==> config.mk <==
export PLATFORM = sky130hd
export DESIGN_NAME = pipelined_chunk_adder
export DESIGN_NICKNAME = d
export VERILOG_FILES = /design/src/rtl/adder_pkg.sv /design/src/rtl/pipelined_chunk_adder_chunk.sv /design/src/rtl/pipelined_chunk_adder.sv
export SDC_FILE = /design/constraint.sdc
export NUM_CORES = 1
export LEC_CHECK = 0
export ABC_AREA = 1
export CAP_MARGIN = 30
export CORE_MARGIN = 5
export CORE_UTILIZATION = 45
export CTS_BUF_LIST = sky130_fd_sc_hd__clkbuf_16
export DETAILED_ROUTE_END_ITERATION = 8
export MAX_ROUTING_LAYER = met4
export PLACE_DENSITY = 0.74
export RECOVER_POWER = 25
export SLEW_MARGIN = 20
export SYNTH_ARGS = -nofsm -noshare
export SYNTH_HDL_FRONTEND = slang
export SYNTH_HIERARCHICAL = 1
export SYNTH_SLANG_ARGS = --single-unit
==> constraint.sdc <==
create_clock -name clk -period 8.61 [get_ports clk]
set_input_delay 1.722 -clock clk [delete_from_list [all_inputs] [get_ports clk]]
set_output_delay 1.722 -clock clk [all_outputs]
set_load 0.05 [all_outputs]
==> src/rtl/adder_pkg.sv <==
// +-------------------------------------------------------------------------+
// | adder_pkg : shared FSM encoding and packet field offsets                 |
// | rev 1.0                                                                  |
// +-------------------------------------------------------------------------+
`default_nettype none

package adder_pkg;

  localparam logic [1:0] c_IDLE = 2'd0;
  localparam logic [1:0] c_BUSY = 2'd1;
  localparam logic [1:0] c_DONE = 2'd2;

  // Position of the SUB flag inside the header field
  localparam int c_SUB_BIT = 0;

  // Packet is {hdr, A, B, tag} with tag at the LSB end
  function automatic int b_lsb(input int tag_w);
    return tag_w;
  endfunction

  function automatic int a_lsb(input int width, input int tag_w);
    return tag_w + width;
  endfunction

  function automatic int hdr_lsb(input int width, input int tag_w);
    return tag_w + 2 * width;
  endfunction

endpackage

`default_nettype wire

==> src/rtl/pipelined_chunk_adder_chunk.sv <==
// +-------------------------------------------------------------------------+
// | chunk_adder : CHUNK-bit ripple chain of fulladder cells                  |
// | rev 1.0                                                                  |
// +-------------------------------------------------------------------------+
`default_nettype none

module fulladder (
  input  logic a,
  input  logic b,
  input  logic ci,
  output logic s,
  output logic co
);
  assign s  = a ^ b ^ ci;
  assign co = (a & b) | (ci & (a ^ b));
endmodule

module chunk_adder #(
  parameter int CHUNK = 8
) (
  input  logic [CHUNK-1:0] a,
  input  logic [CHUNK-1:0] b,
  input  logic             cin,
  output logic [CHUNK-1:0] sum,
  output logic             cout,
  output logic             c_msb
);

  logic [CHUNK:0] w_c;

  assign w_c[0] = cin;

  generate
    for (genvar i = 0; i < CHUNK; i++) begin : g_bit
      fulladder u_fa (
        .a  (a[i]),
        .b  (b[i]),
        .ci (w_c[i]),
        .s  (sum[i]),
        .co (w_c[i+1])
      );
    end
  endgenerate

  assign cout  = w_c[CHUNK];
  // Carry into the top bit of this chunk; only meaningful on the last chunk
  assign c_msb = w_c[CHUNK-1];

endmodule

`default_nettype wire

==> src/rtl/pipelined_chunk_adder.sv <==
// +-------------------------------------------------------------------------+
// | pipelined_chunk_adder : multi-cycle add/sub, CHUNK bits per clock        |
// | rev 1.0                                                                  |
// +-------------------------------------------------------------------------+
`default_nettype none

module pipelined_chunk_adder #(
  parameter int WIDTH = 64,
  parameter int CHUNK = 8,
  parameter int HDR_W = 16,
  parameter int TAG_W = 8
) (
  input  logic                          clk,
  input  logic                          rst,
  input  logic                          in_valid,
  output logic                          in_ready,
  input  logic [HDR_W+2*WIDTH+TAG_W-1:0] in_packet,
  output logic                          out_valid,
  input  logic                          out_ready,
  output logic [WIDTH-1:0]              out_sum,
  output logic                          out_co,
  output logic                          out_ovf,
  output logic [TAG_W-1:0]              out_tag,
  output logic                          busy
);
  import adder_pkg::*;

  localparam int NCHUNK    = WIDTH / CHUNK;
  localparam int IDX_W     = (NCHUNK > 1) ? $clog2(NCHUNK) : 1;
  localparam int c_B_LSB   = b_lsb(TAG_W);
  localparam int c_A_LSB   = a_lsb(WIDTH, TAG_W);
  localparam int c_HDR_LSB = hdr_lsb(WIDTH, TAG_W);
  localparam logic [IDX_W-1:0] c_LAST_IDX = IDX_W'(NCHUNK - 1);

  logic [1:0]             r_state;
  logic [WIDTH-1:0]       r_a;
  logic [WIDTH-1:0]       r_b;
  logic [WIDTH-1:0]       r_acc;
  logic                   r_carry;
  logic [IDX_W-1:0]       r_idx;
  logic [TAG_W-1:0]       r_tag;

  logic                   w_sub;
  logic                   w_accept;
  logic                   w_last;
  logic [CHUNK-1:0]       w_csum;
  logic                   w_cout;
  logic                   w_cmsb;
  logic [WIDTH+CHUNK-1:0] w_cat;
  logic [WIDTH-1:0]       w_acc_next;

  assign w_sub     = in_packet[c_HDR_LSB + c_SUB_BIT];
  assign in_ready  = (r_state == c_IDLE) | ((r_state == c_DONE) & out_ready);
  assign w_accept  = in_valid & in_ready;
  assign out_valid = (r_state == c_DONE);
  assign busy      = (r_state == c_BUSY);
  assign w_last    = (r_idx == c_LAST_IDX);

  // Operands shift down one chunk per cycle; sum chunks shift in from the top
  assign w_cat      = {w_csum, r_acc};
  assign w_acc_next = w_cat[WIDTH+CHUNK-1:CHUNK];

  chunk_adder #(.CHUNK(CHUNK)) u_chunk (
    .a     (r_a[CHUNK-1:0]),
    .b     (r_b[CHUNK-1:0]),
    .cin   (r_carry),
    .sum   (w_csum),
    .cout  (w_cout),
    .c_msb (w_cmsb)
  );

  always_ff @(posedge clk) begin
    if (rst) begin
      r_state <= c_IDLE;
      r_idx   <= '0;
      out_sum <= '0;
      out_co  <= 1'b0;
      out_ovf <= 1'b0;
      out_tag <= '0;
    end else if (w_accept) begin
      r_a     <= in_packet[c_A_LSB +: WIDTH];
      r_b     <= w_sub ? ~in_packet[c_B_LSB +: WIDTH] : in_packet[c_B_LSB +: WIDTH];
      r_carry <= w_sub;
      r_tag   <= in_packet[TAG_W-1:0];
      r_idx   <= '0;
      r_state <= c_BUSY;
    end else if (r_state == c_BUSY) begin
      r_a     <= r_a >> CHUNK;
      r_b     <= r_b >> CHUNK;
      r_acc   <= w_acc_next;
      r_carry <= w_cout;
      r_idx   <= r_idx + IDX_W'(1);
      if (w_last) begin
        out_sum <= w_acc_next;
        out_co  <= w_cout;
        out_ovf <= w_cmsb ^ w_cout;
        out_tag <= r_tag;
        r_state <= c_DONE;
      end
    end else if ((r_state != c_DONE) || out_ready) begin
      // Also recovers from the unused encoding
      r_state <= c_IDLE;
    end
  end

endmodule

`default_nettype wire
; ---- After elaboration in Yosys (flattened, before gate mapping)
; Cells that the tools add are included.
[totals]
regBits = 280
inputBits = 156
output_inout_bits = 77
elab_cells = 89
[classes]
add_sub_neg = 1
n_eq_ne = 6
muxes = 11
bitwise_logic = 47
reduce_logical = 12
[ops]
columns = op, n
row1 = $mux W64, 5
row2 = $not A64 Y64, 1
row3 = $and A1 B1 Y1, 18
row4 = $xor A1 B1 Y1, 17
row5 = $or A1 B1 Y1, 9
row6 = $reduce_and A2 Y1, 4
row7 = $mux W2, 3
row8 = $reduce_and A3 Y1, 2
row9 = $reduce_bool A2 Y1, 2
row10 = $add A3 B1 Y3 const B, 1
row11 = $eq A3 B3 Y1 const B, 1
row12 = $mux W1, 3
row13 = $ne A3 B1 Y1 const B, 1
row14 = $reduce_bool A3 Y1, 1
row15 = $eq A2 B1 Y1 const B, 1
row16 = $eq A2 B2 Y1 const B, 1
row17 = $logic_not A2 Y1, 1
row18 = $ne A2 B1 Y1 const B, 1
row19 = $ne A2 B2 Y1 const B, 1
row20 = $not A1 Y1, 2
row21 = $reduce_or A2 Y1, 1
row22 = $logic_or A1 B1 Y1, 1

; ---- Longest topological paths before layout
; Gate-level depths: netlist (run 1).
[logic_depth]
depth_word = 19
mapped_depth = 13
ltp_nobuf = 13

; ---- Hierarchy
; Netlist (run 1), hierarchy kept.
[by_module_without_submodules]
columns = module, instances, cells_each, area_each_um2
row1 = pipelined_chunk_adder, 1, 1365, 11841.4
row2 = fulladder, 8, 1, 20.0

; ---- Least setup slack after synthesis (run 1)
; OpenSTA, ideal clock, no wires.
[synth_timing]
path_kind = input -> register
from = input out_ready
to = register r_a[0], enable pin
setup_time_ps = 661
arrival_ps = 8544
slack_ps = -595
path_stages = 6
path_cell_list = inv_1 nand2_1 nand3_2 buf_2 buf_2 a21oi_1
[synth_between]
elab_chain_cells = 5
[synth_rtl]
columns = element, line
row1 = start: declaration, pipelined_chunk_adder.sv:19  ; input logic out_ready,
row2 = $and A1 B1 Y1, pipelined_chunk_adder.sv:53  ; assign in_ready = (r_state == c_IDLE) | ((r_state == c_DONE) & out_ready);
row3 = $or A1 B1 Y1, pipelined_chunk_adder.sv:53
row4 = $and A1 B1 Y1, pipelined_chunk_adder.sv:54  ; assign w_accept = in_valid & in_ready;
row5 = $reduce_bool A2 Y1 (no source line), n/a
row6 = $reduce_and A2 Y1 (no source line), n/a
row7 = end signal: assignment, pipelined_chunk_adder.sv:81  ; r_a <= in_packet[c_A_LSB +: WIDTH];
row8 = end signal: assignment, pipelined_chunk_adder.sv:88  ; r_a <= r_a >> CHUNK;
row9 = end: declaration, pipelined_chunk_adder.sv:36  ; logic [WIDTH-1:0] r_a;
; No other way between the ends.
; A chain may end at the register's enable or synchronous reset.

; ---- Final worst setup path (run 1)
[layout_timing]
from = input out_ready
to = register r_b[25], enable pin
[layout_between]
elab_chain_cells = 5
[layout_rtl]
columns = element, line
row1 = $and A1 B1 Y1, pipelined_chunk_adder.sv:53
row2 = $or A1 B1 Y1, pipelined_chunk_adder.sv:53
row3 = $and A1 B1 Y1, pipelined_chunk_adder.sv:54
row4 = $reduce_bool A2 Y1 (no source line), n/a
row5 = $reduce_and A2 Y1 (no source line), n/a
row6 = end signal: assignment, pipelined_chunk_adder.sv:82  ; r_b <= w_sub ? ~in_packet[c_B_LSB +: WIDTH] : in_packet[c_B_LSB +: WIDTH];
row7 = end signal: assignment, pipelined_chunk_adder.sv:89  ; r_b <= r_b >> CHUNK;
row8 = end: declaration, pipelined_chunk_adder.sv:37  ; logic [WIDTH-1:0] r_b;
; No other way between the ends.

==> impl_summary.md, run 1 <==
Worst setup path
The buffers plus inverters on the worst setup path is 5. At the worst endpoint, the arrival time is 6.28 ns. The maximum fanout count along the critical path is 60.

The largest individual stage delay along the critical path comes from the cell nand3_1. In this design, the critical path's most frequently occurring cell is buf_4. The sort of element at the start of the critical path is an input port.

The kind of end point of the critical path is a register. The register-to-register setup slack is 3.13 ns. The worst setup path category is input port to register. The delay of the slowest cell on the worst path is 1.63 ns. The kind of cell with the highest combined delay along the critical path is buffers and inverters. The signal on the critical path passes through clkdlybuf4s50_1, inv_1, nand2_1, nand3_1, a21oi_4, buf_4, buf_4, buf_16. The required arrival time at the worst endpoint is 8.83 ns.

Synthesis
The area of the mapped netlist is 12000 um^2. The area share of the largest cell type after synthesis is 48.3%. The fraction of the mapped netlist area in simple logic gates is 28.4%. The average cell area after synthesis is 8.74 um^2.

Counting every instance in the synthesized netlist gives 1373. The xor/xnor share of the synthesized area is 0.584%. After synthesis, the largest family of logic cells by area is simple AND/OR/NAND/NOR gates.

The distinct cell type count after synthesis is 18. The sequential cell area fraction in the yosys report is 61.5%. When the netlist entered floorplanning its net count stood at 1539. The share of synthesized registers carrying an async set or reset is 0%.

The number of warnings issued by yosys is 6. By instance count, the leading cell after synthesis is nand2_1. The post-synthesis share of cell area spent on full adders, half adders and majority gates is 1.54%. Summing the areas of all compound-gate instances in the mapped netlist gives 0.125% of the synthesized area. After synthesis, the cell types taking the most area are edfxtp_1, nand2_1, dfxtp_1, nor2_1, inv_1.

The multiplexer share of the synthesized area is 0%. The prevailing post-synth register cell is edfxtp_1. The number of synthesized flops with an enable pin is 193. The commonest cells after synthesis are nand2_1, edfxtp_1, nor2_1. The cell taking the most area after synthesis is edfxtp_1.

After synthesis the netlist holds a flip-flop and latch count of 272.

Flow run
The max-capacitance violation count is 3.

Routing
The post-route antenna net violation count is 0. The via total after detailed routing is 9188. The final routed DRC violation total is 0. The first routing iteration left 691 violations.

The first detailed-routing pass took 6 iterations. The routed length per instance is 14.2 um. The routed wire length is 27300 um. Dividing the detail-routed via count by the number of cells gives 4.79.

Power and ir drop
Total power for the finished layout comes to 3.01 mW. Dividing total power by cell area gives a power density of 196 nW/um^2. The static leakage power is 6.96 nW.

VDD sags by at most 131 uV.

Timing
The smallest hold slack is 0.448 ns. For this run, the top clock speed supported by timing is 0.165 GHz. At the pin with the least slew margin, the transition time is 3.07 ns. Setup repair after global routing left no endpoint under its margin.

The count of endpoints failing setup in the final report is 0. Summed over all failing endpoints, the final setup total negative slack is 0 ns. Dividing the final minimum period by the clock period gives 70.4%. The count of endpoints failing hold in the final timing report is 0. The worst clock skew is 0.0119 ns. The clock period minus worst slack is 6.06 ns. In this run the tightest slew margin relative to its limit is -105%. The number of slew-limit violations in the final report came to 181.

Die
The number of placed I/O pins is 233. The number of placement rows is 59. In this run the vertical extent of the chip is 173 um. Once the floorplan was initialized, standard cells occupied 45.9% of the core. In this run the horizontal extent of the chip is 173 um. After floorplanning, the core was sized to cover 26100 um^2. The die footprint is 30000 um^2.

Place
The final estimated routing congestion in global placement is 0.813. The placed wire-length estimate after detailed placement is 17800 um. Buffers placed on the I/O ports in this run total 217.

The post-place instance area is 14400 um^2.

Cells and area
The final-stage net count is 1718. The number of fill cells in the layout is 2241. The area growth from synthesis to final layout is 27.5%. In the final layout, the share of cells above drive strength 1 is 3.62%. The final standard cell area without fillers is 15300 um^2.

Clocking
In this run the number of H-tree levels came out at 1. The cell chosen for the clock root is clkbuf_16. At the later pin of the worst-skew pair, clock insertion delay measures 0.54 ns. Buffers inserted to repair hold after CTS numbered 0. In this run the post-CTS setup repair buffer count came out at 0. The number of buffers created by CTS is 29. Once the clock tree was built, the resizer swapped 0 gates to a different size. The number of buffers on the longest clock path is 3. Clock-pin slew was measured on the worst setup and hold paths at 0.06 ns. The clock tree from TritonCTS is done. The TritonCTS sink count is 272.

GRT
The number of antenna violations at the first check in global routing is 7. The number of global-route vias before repair is 8867. The first global-routing pass estimated 44400 um of wire. The largest net degree at the start of global routing is 103.

For this run the aggregate overflow at the end of global routing stands at 0. The all-layer global routing usage is 18.3%.

Status
The checks that failed: capacitance limit, slew limit. The run finished, with violations left.

Worst hold path
In this run the worst hold path is classified as register to register.
[kinds of logic after synthesis]
kind of cell	Yosys count
buffers and inverters	234
and+or+nand+nor	846
xor gates and xnor gates	8
AOI/OAI and AO/OA	3
adders and majority gates	10
DFF	272
[where the power goes]
part	switching (mW)	internal, mW	leakage [nW]
clock network	0.492	0.668	0.469
registers	0.0267	1.51	2.46
logic	0.183	0.130	4.03
total	0.702	2.30	6.96
[cell type report]
class	instances	area [um^2]	area share, %
sequential	272	7380	48.2
antenna	8	20.0	0.131
clock buffer	29	726	4.74
clock inverter	25	163	1.06
multi-input combinational	867	3710	24.2
inverter	151	567	3.70
timing repair buffer	231	2320	15.2
tap	335	419	2.74
[placed cells by master (no fill, tap or decap), drive strengths merged]
cell type        n
nand2          557
clkdlybuf4s50  206
edfxtp         193
nor2           171
inv            161
dfxtp           79
nand3           61
nand4           57
clkbuf          31
buf             14
clkinv          13
dlygate4sd3      9
diode            8
xnor2            8
fa               8
a21oi            2
ha               2
bufinv           2
o21ai            1
[worst paths after layout]
path | start | end | cells past startpoint
setup / recovery | out_ready | r_b[25]$_DFFE_PP_ | 8
hold / removal | r_acc[54]$_DFFE_PP_ | r_acc[46]$_DFFE_PP_ | 0
setup reg to reg | r_state[0]$_SDFFE_PP0P_ | r_b[25]$_DFFE_PP_ | 7
hold reg to reg | r_acc[54]$_DFFE_PP_ | r_acc[46]$_DFFE_PP_ | 0
[sequential cells by signal (all words and copies together) (netlist names)]
name,count
out_co,1
r_idx,3
r_tag,8
r_acc,56
out_tag,8
out_sum,64
r_carry,1
r_a,64
r_state,2
out_ovf,1
r_b,64
[worst reg2reg max path, cell delays in order (launching register included)]
cell and delay, ns:
dfxtp_1 0.42, inv_2 0.60, buf_16 0.24, nand3_1 1.64
a21oi_4 0.82, buf_4 0.56, buf_4 0.55, buf_16 0.30
[through the flow]
| step | std cells | utilization [%] | worst slack (ns) |
|---|---|---|---|
| 6_report | 1918 | 58.6 | 2.55 |
| 5_1_grt | 1917 | 58.5 | 2.05 |
| 4_1_cts | 1909 | 58.5 | 3.01 |
| 3_5_place_dp | 1855 | 55.1 | 3.02 |
| 3_3_place_gp | 1853 | 54.8 | 3.03 |
| 2_1_floorplan | 1373 | - | 2.07 |
[metal layers]
metal  vias up  global-route usage [%]  share of wire, %
li1       4672                       -                 -
met1      4197                    21.6                40
met2       273                    30.6                49
met3        46                    5.67               8.7
met4         0                    4.86               2.4
met5         -                       -                 0
No activity file was read; power rests on OpenSTA's default activity.
==> run 2, diff against run 1 <==
clock period = 5.02 ns   (was 8.61 ns; I/O delays follow)
==> run 2 against run 1 <==
The flow still finishes with violations (capacitance limit, slew limit). Power increased by 74%. Cell count decreased by 0.26%. Clock skew increased by 0.0027 ns. Largest cell class unchanged. Largest power group unchanged.
==> impl_summary.md, run 2 (synthesized netlist as in run 1, its figures left out) <==
Worst hold path
The type of the most critical hold path is register to register. Counting instances, the worst hold path has a depth of 0. The startpoint of the worst hold path is r_acc[17]$_DFFE_PP_.

The worst hold endpoint is r_acc[9]$_DFFE_PP_.

Die
The placeable core region is 26100 um^2. The number of placement rows is 59. Once the floorplan was initialized, standard cells occupied 45.9% of the core. The number of placed I/O pins is 233.

The vertical die dimension is 173 um. The die is 173 um wide. The floorplan step defined a die boundary enclosing 30000 um^2.

Timing
Summed over all failing endpoints, the final setup total negative slack is 0 ns. The number of slew-limit violations in the final report came to 57. The measured slew at the worst slew-check pin is 3.03 ns.

Setup repair after global routing left no endpoint under its margin. Timing would allow up to 0.242 GHz. The clock period minus worst slack is 4.13 ns. Between clock sinks in the finished design, the worst skew comes to 0.0146 ns. The max-slew headroom at the worst pin is -102%. Dividing the final minimum period by the clock period gives 82.2%. The worst path meets setup with 0.894 ns of slack. The count of endpoints failing setup in the final report is 0. The count of endpoints failing hold in the final timing report is 0.

Worst setup path
The endpoint identified for the worst register-to-register timing path is out_ovf$_SDFFE_PP0P_. Of all nets on the critical path, the largest fanout is 4. The worst setup path is launched from a register. Data arrives at the worst endpoint at 4.60 ns. The cell occurring most often along the worst timing path is fa_1. The delay of the slowest cell on the worst path is 0.45 ns.

The cell at the slowest stage of the critical path is fa_1. At the worst endpoint, the required time is 5.50 ns. For the worst flop-to-flop path, the logic depth is 13. Traced cell by cell, the critical path runs through fa_1, fa_1, fa_1, fa_1, fa_1, fa_1, fa_1, fa_1, inv_1, nand2_1, nand2_1, nor2_1, nor2_1. The critical path in this run is classified as register to register.

The launch instance of the worst register-to-register path is r_a[0]$_DFFE_PP_. The kind of end point of the critical path is a register. Setup slack on the worst reg-to-reg path comes out at 0.89 ns.

The worst setup path startpoint is r_a[0]$_DFFE_PP_.

Routing
The routed wire length is 27100 um. Using the TritonRoute via totals, the vias-per-cell ratio works out to 4.76. The routed length per instance is 14.2 um. After the first detailed-routing iteration, the DRC count stood at 605. The final routed DRC violation total is 0.

The total iterations of the first detailed-routing run is 5. Once detail routing completed, the nets flagged for antenna violations numbered 0. For this block, the via count after detailed routing is 9106.

Cells and area
With fillers left out, the area of the finished cells amounts to 15300 um^2. Leaving out fill and tap cells, the most frequent cell in the layout is nand2_1. Compared with the post-synthesis result, the final layout area differs by 27.5%. The final-stage net count is 1717. The largest registers in the layout are out_sum (64), r_a (64), r_b (64).

In the final layout, the share of cells above drive strength 1 is 3.75%. The top cell types in the final layout, fill and taps aside, are nand2_1, clkdlybuf4s50_1, edfxtp_1.

Clocking
The hold buffer count at cts is 0. The buffers inserted during post-CTS setup optimization is 0. The number of gates given a new drive strength after cts is 0.

The clock tree from TritonCTS is done. The insertion delay to the later sink of the worst-skew pair is 0.54 ns. The number of buffers on the longest clock path is 3. The number of levels in the clock H-tree is 1.

The clock net in this run drives a total of 272 sinks. After clock tree synthesis, the clock-pin slew on the worst setup and hold paths is 0.06 ns. The cell chosen for the clock root is clkbuf_16.

Counting the buffers created by CTS gives 29.

Status
The run finished, with violations left. The checks that failed: capacitance limit, slew limit.

Power and ir drop
The static leakage power is 6.94 nW. The completed layout was analyzed and its total power is 5.23 mW. In this run the power density over the cells is 342 nW/um^2. Across the VDD grid, the largest voltage drop is 202 uV.

Place
After detailed placement, the total cell area comes to 14400 um^2. The placed wire-length estimate after detailed placement is 17600 um. The final estimated routing congestion in global placement is 0.788. Buffers placed on the I/O ports in this run total 217. The post-placement setup slack is 0.882 ns.

GRT
The all-layer global routing usage is 17.8%. The wire length of the first global-routing pass is 43400 um. The number of antenna violations at the first check in global routing came to 4. Global routing used 29.7% of the available met2 tracks. The number of global-route vias before repair is 8620. The global-route met3 utilization is 5.15%.

The met1 routing resource usage after global routing is 21.5%. Global routing finished with a remaining overflow of 0. The largest net degree at the start of global routing is 130. In this run the most used layer during global routing was met2.

Flow run
Across the run, the number of max-cap violations was 1.
[run 2: cell types whose count changed in the layout (fill, tap and decap cells not counted)]
cell             previous run  this run
buf_12                      0         2
buf_16                      3         1
buf_4                      10         9
bufinv_16                   2         3
clkdlybuf4s50_1           206       205
clkinv_1                    8        10
clkinvlp_4                  0         2
diode_2                     8         4
dlygate4sd3_1               9        10
inv_1                     158       153
[run 2: worst max-delay path by stage]
stage | endpoint | slack [ns] | cells past startpoint
finish | out_ovf$_SDFFE_PP0P_ | 0.89 | 13
global route | out_ovf$_SDFFE_PP0P_ | 0.71 | 13
CTS | out_ovf$_SDFFE_PP0P_ | 0.87 | 13
detailed placement | r_carry$_DFFE_PP_ | 0.88 | 10
global placement | r_carry$_DFFE_PP_ | 0.98 | 10
floorplan | r_a[0]$_DFFE_PP_ | 0.79 | 6
[run 2: layout make-up]
class	count	area, um^2
diodes	4	10.0
clock buffers	29	726
clock inverters	25	196
fillers	2263	10800
inverters	151	567
multi-input cells	867	3710
flip-flops and latches	272	7380
well taps	335	419
repair buffers	230	2300
[run 2: report_power, final]
part           switching, mW  total (mW)  internal [mW]
Combinational          0.309       0.527          0.218
Sequential            0.0465        2.63           2.58
Clock                  0.869        2.07           1.20
Total                   1.22        5.23           4.00
[run 2: stage by stage]
stage | utilization (%) | hold WS (ns) | instances
6_report | 58.6 | 0.451 | 1913
5_1_grt | 58.6 | 0.462 | 1913
4_1_cts | 58.5 | 0.450 | 1908
3_5_place_dp | 55.0 | 0.436 | 1854
3_3_place_gp | 54.9 | 0.433 | 1853
2_1_floorplan | - | 0.427 | 1373
[run 2: layer usage]
metal  vias up  part of all wire, %
li1       4676                    -
met1      4118                   41
met2       271                   48
met3        41                  8.2
met4         0                  2.3
met5         -                    0
[run 2: critical path, delay by kind of cell, from the launching register on]
family	cells	cell delay (ns)
fa+ha+maj	8	3.31
buf+inv	1	0.08
flops	1	0.39
simple gates	4	0.27
==> run 3, diff against run 2 <==
clock period = 3.6 ns   (was 5.02 ns; I/O delays follow)
==> run 3 against run 2 <==
Critical path depth is 3 lower. Register-to-register slack worse by 0.96 ns. Non-clock buffer count is 3 higher. Sequential share of layout area is 0.071 points lower. Final area is 0.15% higher. Largest power group unchanged. The run ends with setup timing left. First-iteration DRC count is 0.83% higher. Sequential power is 39% higher. Critical endpoint is now out_sum[63]$_SDFFE_PP0P_. Via count is 0.68% higher. Count of clock-buffer cells in the layout is 1 higher. Power is 38% higher.
==> impl_summary.md, run 3 (synthesized netlist as in run 1, its figures left out) <==
Clocking
The CTS clock-pin slew for the worst setup and hold paths is 0.06 ns. In this run the deepest clock path goes through 3 buffers. At the later pin of the worst-skew pair, clock insertion delay measures 0.55 ns. The number of levels in the clock H-tree is 1. The number of buffers created by CTS is 29. The cell chosen for the clock root is clkbuf_16. The clock net in this run drives a total of 272 sinks. TritonCTS built the clock tree.

Worst setup path
STA classifies the critical path endpoint as a register. The count of cells along the worst register-to-register path is 10. The terminus of the critical flop-to-flop path is out_sum[63]$_SDFFE_PP0P_. Tracing the worst setup path back leads to its startpoint at r_carry$_DFFE_PP_. The signal on the critical path passes through fa_2, fa_2, fa_2, fa_2, fa_2, fa_2, fa_2, fa_2, nor2_2, nor2_1. The register-to-register setup slack is -0.06 ns. The critical path contains buffers and inverters numbering 0 combined.

The delay of the slowest cell on the worst path is 0.56 ns. The cell at the slowest stage of the critical path is fa_2. Broken down by cell family, the worst path's largest delay share belongs to adder cells. Counting stages on the worst path, the most repeated cell is fa_2. STA classifies the critical path startpoint as a register. STA puts the critical path data arrival time at 4.14 ns. At the worst endpoint, the required time is 4.08 ns. In this run the worst path has a maximum fanout of 2. The startpoint identified for the worst register-to-register timing path is r_carry$_DFFE_PP_. The worst setup path is of the register to register kind.

Routing
In this run, the number of DRC markers left after iteration 0 of detailed routing was 610. The highest metal layer with signal wires is met4. The average via count per standard cell is 4.78. Summed over all layers, the routed wires come to 27700 um. The total iterations of the first detailed-routing run is 5.

The met3 routed wirelength is 1920 um. The routed length on met2 is 13400 um. The met1 wire length is 11800 um. In the final routed layout, each cell accounts on average for 14.5 um. The post-route antenna net violation count is 0. The final routed DRC violation total is 0.

Across all layers, the routed design uses 9168 vias.

Timing
The routed design could run at a clock period as short as 3.66 ns. Setup violations remaining at the end of the flow were counted as 4. The clock arrives with 0.0136 ns of skew. The smallest hold slack is 0.449 ns. The max-slew headroom at the worst pin is 16.9%.

The number of slew-limit violations in the final report came to 0. The upper clock frequency limit is 0.273 GHz. The count of endpoints failing hold in the final timing report was 0. Dividing the final minimum period by the clock period gives 102%.

Setup repair after global routing could not meet its margin everywhere. Across all setup checks in the final design, the least slack found is -0.0642 ns. The measured slew at the worst slew-check pin is 1.25 ns.

Worst hold path
The type of the most critical hold path is register to register. The worst hold endpoint is r_acc[24]$_DFFE_PP_. The count of cells along the worst hold path is 0. The worst hold path begins at r_acc[32]$_DFFE_PP_.

Die
The die width is 173 um. The number of placement rows is 59. The initial utilization of the core area, before any placement, comes to 45.9%. The vertical die dimension is 173 um. The number of placed I/O pins is 233.

The placeable core region is 26100 um^2. The floorplan step defined a die boundary enclosing 30000 um^2.

Flow run
The tool flagged a number of max-cap violations equal to 0.

Cells and area
Leaving out fill and tap cells, the most frequent cells in the layout are nand2_1, clkdlybuf4s50_1, edfxtp_1. Cells fill 58.6% of the core in the end. Leaving out fill and tap cells, the most frequent cell in the layout is nand2_1.

The area growth from synthesis to final layout is 27.7%. The finished layout holds 1916 standard cells, fillers aside. At the end of the flow, the number of nets in the layout was 1720. The area occupied by multi-input gates is 3740 um^2.

Cells with a size suffix above 1 make up 4.88% of the layout. The number of fill cells in the layout is 2247. The sequential cells in the finished layout cover a total of 7380 um^2.

The largest registers in the layout are out_sum (64), r_a (64), r_b (64).

GRT
The first global-routing pass estimated 44200 um of wire. Entering global routing, the biggest net connects 115 pins. The number of global-route vias before repair is 8782. The number of antenna violations at the first check in global routing was 4. Global routing finished with a remaining overflow of 0. Global routing consumed, over all layers together, 18.1% of the routing resources.

Place
At the end of routability-driven placement, the weighted congestion stood at 0.823. Including well taps, the total number of placed cells is 1857. The placed wire-length estimate after detailed placement is 18300 um. The quantity of I/O buffers inserted on ports is 217.

Power and ir drop
Dividing total power by cell area gives a power density of 470 nW/um^2. For this design the static power due to leakage is 6.97 nW. IR analysis of the VDD net gives a maximum drop of 307 uV.

Status
The checks that failed: setup timing. The run finished, with violations left.
==> run 3: worst max path at each step <==
stage                                           to  slack, ns  depth (start not counted)
after floorplan                   r_a[0]$_DFFE_PP_      -0.14                          5
after CTS                     out_ovf$_SDFFE_PP0P_      -0.05                         13
after global placement        out_ovf$_SDFFE_PP0P_      -0.08                         12
after detailed placement         r_carry$_DFFE_PP_      -0.11                         10
final                     out_sum[63]$_SDFFE_PP0P_      -0.06                         10
after global routing      out_sum[63]$_SDFFE_PP0P_      -0.17                         10
==> run 3: worst reg2reg max path, delay by kind of cell, from the launching register on <==
kind | cells | cell delay, ns
fa+ha+maj | 8 | 3.09
flops | 1 | 0.40
simple gates | 2 | 0.13
==> run 3: through the flow <==
stage	setup WS, ns	setup TNS, ns	cell area [um^2]	total power [mW]
CTS	-0.0525	-0.150	15300	7.28
global placement	-0.0825	-0.244	14400	4.47
global route	-0.170	-0.583	15300	7.50
detailed placement	-0.108	-0.361	14400	4.50
floorplan	-0.139	-17.95	12100	4.18
finish	-0.0642	-0.197	15300	7.20
==> run 3: layout make-up <==
type	instances	share of cell area [%]
antenna	4	0.0653
clock buffer	30	4.90
clock inverter	24	0.939
inverter	151	3.71
multi-input combinational	867	24.4
sequential	272	48.1
tap	335	2.74
timing repair buffer	233	15.1
==> run 3: what timing repair did <==
action	4_1_cts	5_1_grt
hold endpoints to repair	0	0
setup buffers	0	1
gates resized for setup	0	1
pin swaps	4	0
hold buffers	0	0
setup endpoints to repair	5	5
gates cloned	0	0
==> run 3: report_power, final <==
| group | switching (mW) | internal (mW) |
|---|---|---|
| Clock | 1.21 | 1.58 |
| Sequential | 0.0655 | 3.60 |
| Combinational | 0.443 | 0.311 |
| Total | 1.72 | 5.49 |
==> run 3: layer usage <==
metal  vias to the layer above  global-route usage [%]
met5                         -                       -
met3                        41                    4.45
met1                      4213                    22.5
li1                       4674                       -
met2                       240                    30.2
met4                         0                    4.32
